File: src/rtl/lb_seq_pkg.sv
// Shared definitions for the local-bus script sequencer: FSM states,
// reserved script codes and readback buffer defaults.
package lb_seq_pkg;

   typedef enum logic [2:0] {
      IDLE  = 3'd0,
      FETCH = 3'd1,
      EXEC  = 3'd2,
      GAP   = 3'd3,
      STALL = 3'd4,
      READ  = 3'd5,
      DRAIN = 3'd6,
      DONE  = 3'd7
   } seq_state_t;

   localparam int STALL_CODE = 555;
   localparam int BUF_BASE   = 81920;
   localparam int BUF_LEN    = 1024;
   localparam int IDX_W      = 10;
   // Local-bus read latency from lb_read to lb_out.
   localparam int READ_LAT   = 2;

endpackage

File: src/rtl/lb_script_sequencer_if.sv
// Script ROM, local-bus and readout signals of the sequencer; master is the
// sequencer side, slave the ROM/bus/consumer side.
interface lb_seq_if #(
   parameter int aw = 17,
   parameter int sw = 6
);
   import lb_seq_pkg::*;

   logic [sw-1:0]    script_addr;
   logic [aw-1:0]    script_a;
   logic [31:0]      script_d;
   logic             script_last;
   logic [aw-1:0]    lb_addr;
   logic [31:0]      lb_data;
   logic             lb_write;
   logic             lb_read;
   logic [31:0]      lb_out;
   logic [31:0]      rd_data;
   logic [IDX_W-1:0] rd_index;
   logic             rd_valid;

   modport master (
      output script_addr, lb_addr, lb_data, lb_write, lb_read,
             rd_data, rd_index, rd_valid,
      input  script_a, script_d, script_last, lb_out
   );

   modport slave (
      input  script_addr, lb_addr, lb_data, lb_write, lb_read,
             rd_data, rd_index, rd_valid,
      output script_a, script_d, script_last, lb_out
   );

endinterface

File: src/rtl/lb_read_align.sv
// Delays the read strobe and its buffer index so they line up with the
// local-bus read data returning a fixed number of cycles later.
module lb_read_align
   import lb_seq_pkg::*;
#(
   parameter int depth = READ_LAT,
   parameter int tw    = IDX_W
) (
   input  logic          lb_clk,
   input  logic          rst,
   input  logic          in_valid,
   input  logic [tw-1:0] in_tag,
   output logic          out_valid,
   output logic [tw-1:0] out_tag
);

   logic [depth-1:0] valid_q;
   logic [tw-1:0]    tag_q [depth];

   always_ff @(posedge lb_clk) begin
      if (rst) begin
         valid_q <= '0;
         for (int i = 0; i < depth; i++) tag_q[i] <= '0;
      end else begin
         valid_q[0] <= in_valid;
         tag_q[0]   <= in_tag;
         for (int i = 1; i < depth; i++) begin
            valid_q[i] <= valid_q[i-1];
            tag_q[i]   <= tag_q[i-1];
         end
      end
   end

   assign out_valid = valid_q[depth-1];
   assign out_tag   = tag_q[depth-1];

endmodule

File: src/rtl/lb_script_sequencer.sv
// Walks a script ROM issuing paced local-bus writes and stalls, then reads
// back the waveform buffer and streams the words out with their index.
//
//   state | meaning
//   IDLE  | waiting for start
//   FETCH | script_addr presented to the ROM
//   EXEC  | ROM entry decoded: write strobe or stall load
//   GAP   | write pacing hold
//   STALL | down-counting the stall value
//   READ  | one lb_read per cycle across the buffer
//   DRAIN | waiting for the last reads to return
//   DONE  | completion pulse
module lb_script_sequencer
   import lb_seq_pkg::*;
#(
   parameter int aw         = 17,
   parameter int sw         = 6,
   parameter int stall_code = STALL_CODE,
   parameter int write_gap  = 3,
   parameter int buf_base   = BUF_BASE,
   parameter int buf_len    = BUF_LEN
) (
   input  logic   lb_clk,
   input  logic   rst,
   input  logic   start,
   lb_seq_if.master bus,
   output logic   busy,
   output logic   done
);

   seq_state_t       state_q, state_d;
   logic [sw-1:0]    ptr_q, ptr_d;
   logic             last_q, last_d;
   logic [31:0]      cnt_q, cnt_d;
   logic [IDX_W-1:0] idx_q, idx_d;
   logic [IDX_W-1:0] tag_q, tag_d;
   logic [aw-1:0]    lb_addr_q, addr_d;
   logic [31:0]      lb_data_q, data_d;
   logic             lb_write_q, write_d;
   logic             lb_read_q, read_d;
   logic [31:0]      rd_data_q;
   logic             entry_done;
   logic             align_valid;
   logic [IDX_W-1:0] align_tag;

   always_ff @(posedge lb_clk) begin
      if (rst) begin
         state_q    <= IDLE;
         ptr_q      <= '0;
         last_q     <= 1'b0;
         cnt_q      <= '0;
         idx_q      <= '0;
         tag_q      <= '0;
         lb_addr_q  <= '0;
         lb_data_q  <= '0;
         lb_write_q <= 1'b0;
         lb_read_q  <= 1'b0;
         rd_data_q  <= '0;
      end else begin
         state_q    <= state_d;
         ptr_q      <= ptr_d;
         last_q     <= last_d;
         cnt_q      <= cnt_d;
         idx_q      <= idx_d;
         tag_q      <= tag_d;
         lb_addr_q  <= addr_d;
         lb_data_q  <= data_d;
         lb_write_q <= write_d;
         lb_read_q  <= read_d;
         rd_data_q  <= bus.rd_data;
      end
   end

   always_comb begin
      state_d    = state_q;
      ptr_d      = ptr_q;
      last_d     = last_q;
      cnt_d      = cnt_q;
      idx_d      = idx_q;
      tag_d      = tag_q;
      addr_d     = lb_addr_q;
      data_d     = lb_data_q;
      write_d    = 1'b0;
      read_d     = 1'b0;
      entry_done = 1'b0;
      unique case (state_q)
         IDLE: begin
            if (start) begin
               ptr_d   = '0;
               state_d = FETCH;
            end
         end
         FETCH: state_d = EXEC;
         EXEC: begin
            last_d = bus.script_last;
            if (bus.script_a == aw'(stall_code)) begin
               cnt_d   = bus.script_d;
               state_d = STALL;
            end else begin
               write_d = 1'b1;
               addr_d  = bus.script_a;
               data_d  = bus.script_d;
               // FETCH and EXEC already account for two cycles of the pacing.
               if (write_gap > 2) begin
                  cnt_d   = 32'(write_gap - 3);
                  state_d = GAP;
               end else begin
                  entry_done = 1'b1;
               end
            end
         end
         GAP, STALL: begin
            if (cnt_q == '0) entry_done = 1'b1;
            else             cnt_d = cnt_q - 32'd1;
         end
         READ: begin
            read_d = 1'b1;
            addr_d = aw'(buf_base) + aw'(idx_q);
            tag_d  = idx_q;
            if (idx_q == IDX_W'(buf_len - 1)) begin
               cnt_d   = 32'(READ_LAT - 1);
               state_d = DRAIN;
            end else begin
               idx_d = idx_q + 1'b1;
            end
         end
         DRAIN: begin
            if (cnt_q == '0) state_d = DONE;
            else             cnt_d = cnt_q - 32'd1;
         end
         DONE:    state_d = IDLE;
         default: state_d = IDLE;
      endcase

      // Running off the end of the ROM without a last flag ends the script.
      if (entry_done) begin
         if (last_d || ptr_q == '1) begin
            idx_d   = '0;
            state_d = READ;
         end else begin
            ptr_d   = ptr_q + 1'b1;
            state_d = FETCH;
         end
      end
   end

   lb_read_align #(
      .depth (READ_LAT),
      .tw    (IDX_W)
   ) u_read_align (
      .lb_clk    (lb_clk),
      .rst       (rst),
      .in_valid  (lb_read_q),
      .in_tag    (tag_q),
      .out_valid (align_valid),
      .out_tag   (align_tag)
   );

   assign bus.script_addr = ptr_q;
   assign bus.lb_addr     = lb_addr_q;
   assign bus.lb_data     = lb_data_q;
   assign bus.lb_write    = lb_write_q;
   assign bus.lb_read     = lb_read_q;
   assign bus.rd_valid    = align_valid;
   assign bus.rd_index    = align_tag;
   assign bus.rd_data     = align_valid ? bus.lb_out : rd_data_q;
   assign busy            = (state_q != IDLE);
   assign done            = (state_q == DONE);

endmodule

File: src/flat_wrapper.sv
// flat-port wrapper written by rule: the top's interface ports become plain ports
module lb_script_sequencer_flat import lb_seq_pkg::*;
#(
   parameter int aw         = 17,
   parameter int sw         = 6,
   parameter int stall_code = STALL_CODE,
   parameter int write_gap  = 3,
   parameter int buf_base   = BUF_BASE,
   parameter int buf_len    = BUF_LEN
)
  (lb_clk, rst, start, busy, done, bus_script_addr, bus_lb_addr, bus_lb_data, bus_lb_write, bus_lb_read, bus_rd_data, bus_rd_index, bus_rd_valid, bus_script_a, bus_script_d, bus_script_last, bus_lb_out);
  lb_seq_if #(.aw(aw), .sw(sw)) bus_i ();
  input  logic lb_clk;
  input  logic rst;
  input  logic start;
  output logic busy;
  output logic done;
  output wire logic [$bits(bus_i.script_addr)-1:0] bus_script_addr;
  output wire logic [$bits(bus_i.lb_addr)-1:0] bus_lb_addr;
  output wire logic [$bits(bus_i.lb_data)-1:0] bus_lb_data;
  output wire logic [$bits(bus_i.lb_write)-1:0] bus_lb_write;
  output wire logic [$bits(bus_i.lb_read)-1:0] bus_lb_read;
  output wire logic [$bits(bus_i.rd_data)-1:0] bus_rd_data;
  output wire logic [$bits(bus_i.rd_index)-1:0] bus_rd_index;
  output wire logic [$bits(bus_i.rd_valid)-1:0] bus_rd_valid;
  input wire logic [$bits(bus_i.script_a)-1:0] bus_script_a;
  input wire logic [$bits(bus_i.script_d)-1:0] bus_script_d;
  input wire logic [$bits(bus_i.script_last)-1:0] bus_script_last;
  input wire logic [$bits(bus_i.lb_out)-1:0] bus_lb_out;
  assign bus_script_addr = bus_i.script_addr;
  assign bus_lb_addr = bus_i.lb_addr;
  assign bus_lb_data = bus_i.lb_data;
  assign bus_lb_write = bus_i.lb_write;
  assign bus_lb_read = bus_i.lb_read;
  assign bus_rd_data = bus_i.rd_data;
  assign bus_rd_index = bus_i.rd_index;
  assign bus_rd_valid = bus_i.rd_valid;
  assign bus_i.script_a = bus_script_a;
  assign bus_i.script_d = bus_script_d;
  assign bus_i.script_last = bus_script_last;
  assign bus_i.lb_out = bus_lb_out;
  lb_script_sequencer #(.aw(aw), .sw(sw), .stall_code(stall_code), .write_gap(write_gap), .buf_base(buf_base), .buf_len(buf_len)) u_core (.lb_clk(lb_clk), .rst(rst), .start(start), .bus(bus_i), .busy(busy), .done(done));
endmodule
File: config.mk
export PLATFORM = sky130hd
export DESIGN_NAME = lb_script_sequencer_flat
export DESIGN_NICKNAME = d
export VERILOG_FILES = /design/src/rtl/lb_seq_pkg.sv /design/src/rtl/lb_script_sequencer_if.sv /design/src/rtl/lb_read_align.sv /design/src/rtl/lb_script_sequencer.sv /design/src/flat_wrapper.sv
export SDC_FILE = /design/constraint.sdc
export NUM_CORES = 1
export LEC_CHECK = 0
export ABC_CLOCK_PERIOD_IN_PS = 3900
export BUFFER_PORTS_ARGS = -buffer_cell sky130_fd_sc_hd__buf_4
export CORE_MARGIN = 2
export CORE_UTILIZATION = 56
export CTS_CLUSTER_DIAMETER = 80
export DETAILED_ROUTE_END_ITERATION = 8
export PLACE_DENSITY = 0.85
export SLEW_MARGIN = 10
export SYNTH_ARGS = -nofsm -noshare
export SYNTH_HDL_FRONTEND = slang
export SYNTH_SLANG_ARGS = --single-unit
File: constraint.sdc
create_clock -name lb_clk -period 3.9 [get_ports lb_clk]
set_clock_uncertainty 0.2 [all_clocks]
set_input_delay 0.78 -clock lb_clk [delete_from_list [all_inputs] [get_ports lb_clk]]
set_output_delay 0.78 -clock lb_clk [all_outputs]
set_load 0.05 [all_outputs]
After elaboration in Yosys (flattened, before gate mapping)
Memory sizes are Yosys's and may differ from the RTL's.
Cells that the tools add are included.
- flip-flop bits (word level): 147
- bits in writable memories: 20
- output and inout port bits: 102
- word-level logic and storage cells: 83
- memories kept: 1
- memories (memory ; depth ; bits a word ; rd ports ; clocked after memory_dff ; wr ports ; RTL line ; text):
    u_core.u_read_align.tag_q ; 2 ; 10 ; 2 ; 0 ; 2 ; lb_read_align.sv:18 ; logic [tw-1:0] tag_q [depth];
- add/subtract/negate cells: 4
- eq/ne operators: 16
- mux-type cells: 32
- bitwise operators: 4
- reductions and logical operators: 14
- operators with widths (cell ; count):
    $mux W32 ; 4
    $pmux W32 S3 ; 1
    $mux W10 ; 6
    $pmux W17 S2 ; 1
    $logic_not A32 Y1 ; 1
    $sub A32 B1 Y32 const B ; 1
    $mux W6 ; 4
    $mux W3 ; 6
    $pmux W3 S6 ; 1
    $add A17 B10 Y17 const A ; 1
    $eq A17 B10 Y1 const B ; 1
    $mux W17 ; 1
    $eq A3 B3 Y1 const B ; 4
    $add A10 B1 Y10 const B ; 1
    $eq A10 B10 Y1 const B ; 1
    $mux W1 ; 8
    $reduce_bool A7 Y1 ; 1
    $add A6 B1 Y6 const B ; 1
    $eq A3 B2 Y1 const B ; 2
    $eq A6 B6 Y1 const B ; 1
    $ne A3 B1 Y1 const B ; 2
    $reduce_bool A3 Y1 ; 2
    $ne A2 B2 Y1 const B ; 2
    $reduce_and A2 Y1 ; 2
    other kinds (12) ; 15

Longest topological paths before layout
- depth in word-level cells: 5
- depth in mapped cells: 11

Hierarchy
Synthesis repeated with hierarchy kept, for this count alone.
- cells, all modules: 856
- area total of the unflattened synthesis: 7473.4 um^2
- modules (own cells, without submodules) (module ; instances ; cells an instance ; area each (um^2)):
    lb_script_sequencer ; 1 ; 800 ; 6757.7
    lb_read_align ; 1 ; 56 ; 715.7

Worst setup path after synthesis
No wires, ideal clock.
- kind: register to output
- from: reg u_core.u_read_align.valid_q[1]
- to: out bus_rd_data[10]
- arrival: 1.691 ns
- data required time: 2.920 ns
- slack: 1.229 ns
- stages on the path, launching flop included: 4
- buffers on the path: 2
- cells stage by stage: dfxtp_1 -> clkbuf_1 -> buf_1 -> mux2_2
- cells in the longest elaborated chain, start to end: 1
- ends and longest elaborated chain (element ; RTL line ; text):
    from (decl) ; lb_read_align.sv:17 ; logic [depth-1:0] valid_q;
    from (signal, indexed assignment) ; lb_read_align.sv:28 ; valid_q[i] <= valid_q[i-1];
    $mux W32 ; lb_script_sequencer.sv:166 ; assign bus.rd_data = align_valid ? bus.lb_out : rd_data_q;
    to (decl) ; flat_wrapper.sv:23 ; output wire logic [$bits(bus_i.rd_data)-1:0] bus_rd_data;
No other way between the ends.

Worst setup path in the final report
- from: reg u_core.state_q[2]
- to: reg u_core.cnt_q[21]
- cells in the longest elaborated chain, start to end: 4
- ends and longest elaborated chain (element ; RTL line ; text):
    from (decl) ; lb_script_sequencer.sv:31 ; seq_state_t state_q, state_d;
    from (signal assigned) ; lb_script_sequencer.sv:60 ; state_q <= state_d;
    $eq A3 B2 Y1 / $eq A3 B3 Y1 (equally long branches) ; lb_script_sequencer.sv:86 ; unique case (state_q)
    $reduce_or A3 Y1 (no source line) ; -- ;
    $ne A2 B2 Y1 (no source line) / $reduce_bool A3 Y1 (equally long branches) ; -- ;
    $reduce_and A3 Y1 (no source line) ; -- ;
    to (signal assigned) ; lb_script_sequencer.sv:63 ; cnt_q <= cnt_d;
    to (decl) ; lb_script_sequencer.sv:34 ; logic [31:0] cnt_q, cnt_d;
Several ways; a longest one is shown, not always the timed one.
A chain may end at the register's enable or synchronous reset.

==> summary.md <==
| Metric | Value |
|---|---|
| Status | `finished, final reports clean` |
| Power per cell area | `602 mW/mm^2` |
| Full die area | `0.0141 sq mm` |
| Clock Pin Slew Worst Setup and Hold Paths | `60 ps` |
| Post-Syn Nets | `955` |
| FP Rows | `41` |
| Final Hold Fails | `0` |
| RSZ-0062 raised after global routing | `false` |
| CP Depth | `6` |
| Grt total ovfl | `0` |
| Final TNS setup | `0 ps` |
| Synth unique cells | `59` |
| Nets | `1115` |
| Final instance area | `0.00942 sq mm` |
| Post-CTS Setup Bufs | `0` |
| Core footprint | `0.0127 sq mm` |
| Final period utilization | `78.8%` |
| Seq/Total Area, Yosys | `45.4%` |
| Max Fclk | `325 MHz` |
| Final setup viols | `0` |
| VDD IR max | `0.000472 V` |
| Setup Crit Path Kind | `reg -> reg` |
| Worst setup path end | `u_core.cnt_q[21]$_SDFFE_PP0P_` |
| Leading area contributor after synthesis | `dfxtp_1` |
| Vias in the first global route | `6404` |
| Antenna Nets Post-Route | `0` |
| H-Tree Depth | `4` |
| Worst R2R Start | `u_core.state_q[2]$_SDFFE_PP0P_` |
| Gpl congestion | `0.921` |
| Hold Crit Class | `reg -> reg` |
| Total vias in the final route | `6955` |
| Synth area leaders | `dfxtp_1 (45%), nand2_1 (8.3%), a21oi_1 (5.6%), mux2_2 (5.1%), and2_1 (3.2%)` |
| CTS tree | `done` |
| Crit-path cells | `and2_1 > o31ai_1 > o21a_1 > o21ai_4 > nor2_1 > a32o_1` |
| Slew headroom | `27.6%` |
| Largest stage delay on the critical path | `800 ps` |
| Slew Viols, Final | `0` |
| CP delay by family, top | `compound AO/OA/AOI/OAI gates` |
| Synth async-reset ratio | `0%` |
| Reg2Reg Depth | `6` |
| CTS Buf Count | `17` |
| Hold buffers post-CTS | `0` |
| Syn_area_per_cell | `8.53 sq um` |
| Worst setup EP type | `register` |
| Synth warn | `0` |
| Root Driver | `clkbuf_16` |
| Slew @ Worst Pin | `1080 ps` |
| CP max stage cell | `dfxtp_1` |
| Clock sink total | `167` |
| Fin crit period | `3070 ps` |
| MaxCap Viol Count | `0` |
| Placement Setup Slack | `738 ps` |
| Main flop type after synthesis | `dfxtp_1` |
| I/O pin total | `187` |
| Final setup margin | `826 ps` |
| Detailed Route WL | `20500 um` |
| Total iterations of the first detailed-routing run | `5` |
| Hold Slack | `232 ps` |
| # DRC | `0` |
| Critical path launch point type | `register` |
| Layout overhead on the synthesized area | `28.0%` |
| Post-CTS sizing | `0` |
| Fill cells | `993` |
| Register bit total from synthesis | `167` |
| Area after DPL | `0.00882 sq mm` |
| N_diodes | `0` |
| Critical path arrival | `3190 ps` |
| CP Data Required Time | `4020 ps` |
| Initial antenna violation count | `0` |
| Clock latency at the later pin of the worst-skew pair | `430 ps` |
| Synth cell count leaders | `dfxtp_1 (167), nand2_1 (163), a21oi_1 (82)` |
| DR iter-0 viols | `574` |
| FF-to-FF End | `u_core.cnt_q[21]$_SDFFE_PP0P_` |
| Vias per cell | `5.76` |
| Dpl hpwl | `14500 um` |
| Synth Cell Area | `0.00736 sq mm` |
| Longest Clk Path Bufs | `2` |
| CP bufs+invs | `0` |
| Tot GR Track Use | `28.8%` |
| Pin count of the biggest net entering global routing | `58` |
| Cell with the most instances after synthesis | `dfxtp_1` |
| Worst reg-to-reg setup slack | `830 ps` |
| First-pass GRT wire length | `32600 um` |
| Crit-path max FO | `27` |
| Crit path launch | `u_core.state_q[2]$_SDFFE_PP0P_` |
| Initial Utilization | `57.8%` |
| Yosys top cell area share | `45.4%` |
| Die W | `119 um` |
| LEAKAGE | `3.85 nW` |
| Share of layout cells above drive strength 1 | `27.6%` |
| Layout Utilization | `74.0%` |
| WL/cell | `17.0 um` |
| I/O Buffers | `186` |
| Cells after Synth | `862` |
| Die H | `119 um` |
| Post-synth EDFFs | `0` |
-- where the power goes --
| group | leakage (nW) | internal (W) | switching, W |
|---|---|---|---|
| logic | 2.21 | 0.000711 | 0.00135 |
| clock network | 0.289 | 0.000975 | 0.000715 |
| registers | 1.35 | 0.00180 | 0.000109 |
| total | 3.85 | 0.00349 | 0.00218 |
-- flip-flops by register name (all words and copies together), names as in the netlist --
signal	flops
u_core.bus.lb_write	1
u_core.bus.script_addr	6
u_core.bus.lb_addr	17
u_core.bus.lb_read	1
u_core.cnt_q	32
u_core.tag_q	10
u_core.u_read_align.valid_q	2
u_core.bus.lb_data	32
u_core.u_read_align.tag_q	20
u_core.state_q	3
u_core.idx_q	10
u_core.last_q	1
u_core.rd_data_q	32
-- per-stage QoR --
stage | cells | total power (W)
floorplan | 862 | 0.00342
global placement | 1175 | 0.00391
detailed placement | 1175 | 0.00394
CTS | 1207 | 0.00564
global route | 1207 | 0.00595
finish | 1207 | 0.00567
-- worst min path at each step --
stage	from	to	slack, ps	depth (start not counted)
6_report	u_core.u_read_align.tag_q[0][2]$_SDFF_PP0_	u_core.u_read_align.tag_q[0][12]$_SDFF_PP0_	230	1
3_5_place_dp	u_core.u_read_align.tag_q[0][1]$_SDFF_PP0_	u_core.u_read_align.tag_q[0][11]$_SDFF_PP0_	220	1
5_1_grt	u_core.u_read_align.tag_q[0][2]$_SDFF_PP0_	u_core.u_read_align.tag_q[0][12]$_SDFF_PP0_	260	1
3_3_place_gp	u_core.u_read_align.tag_q[0][6]$_SDFF_PP0_	u_core.u_read_align.tag_q[0][16]$_SDFF_PP0_	220	1
4_1_cts	u_core.u_read_align.tag_q[0][2]$_SDFF_PP0_	u_core.u_read_align.tag_q[0][12]$_SDFF_PP0_	230	1
2_1_floorplan	u_core.u_read_align.tag_q[0][0]$_SDFF_PP0_	u_core.u_read_align.tag_q[0][10]$_SDFF_PP0_	210	1
-- layout make-up --
type	instances	area (sq um)	area share, %
Multi-Input combinational cell	628	3720	39.5
Clock inverter	14	159	1.69
Clock buffer	18	439	4.66
Timing Repair Buffer	202	1520	16.1
Inverter	6	22.5	0.239
Tap cell	172	215	2.28
Sequential cell	167	3340	35.5
-- cells by family (layout without fill, tap and decap cells) --
family	after synthesis	after routing	share of synthesized area (%)
flip-flops	167	167	45.4
multiplexers	39	39	5.87
AND/OR/NAND/NOR	378	378	25.1
adder cells (fa/ha/maj)	8	8	1.36
XOR/XNOR	15	15	1.79
AO/OA/AOI/OAI	188	188	16.2
buffers and inverters	67	240	4.25
-- cells in the final DEF, fill, tap and decap left out, types with 8 or more instances in the layout --
| cell type | count |
|---|---|
| nor2_1 | 53 |
| nand2_1 | 163 |
| clkbuf_16 | 17 |
| dfxtp_1 | 167 |
| nand3_1 | 17 |
| o21ai_1 | 9 |
| a31oi_1 | 15 |
| and2_1 | 38 |
| a21oi_1 | 82 |
| nor3_1 | 19 |
| buf_4 | 202 |
| nand4_1 | 10 |
| xor2_1 | 11 |
| o21ai_0 | 19 |
| mux2_2 | 33 |
| nor4_1 | 21 |
| a32o_1 | 8 |
| ha_1 | 8 |
| nor2b_1 | 24 |
-- layer usage --
layer | share of wire [%] | vias up | GRT usage (%) | wire (um)
li1 | - | 3335 | - | -
met1 | 43 | 3263 | 37.7 | 8780
met2 | 47 | 309 | 46.8 | 9740
met3 | 7.5 | 48 | 6.52 | 1540
met4 | 2.2 | 0 | 9.60 | 443
met5 | 0 | - | 0 | 0
(Power assumes the default switching activity.)
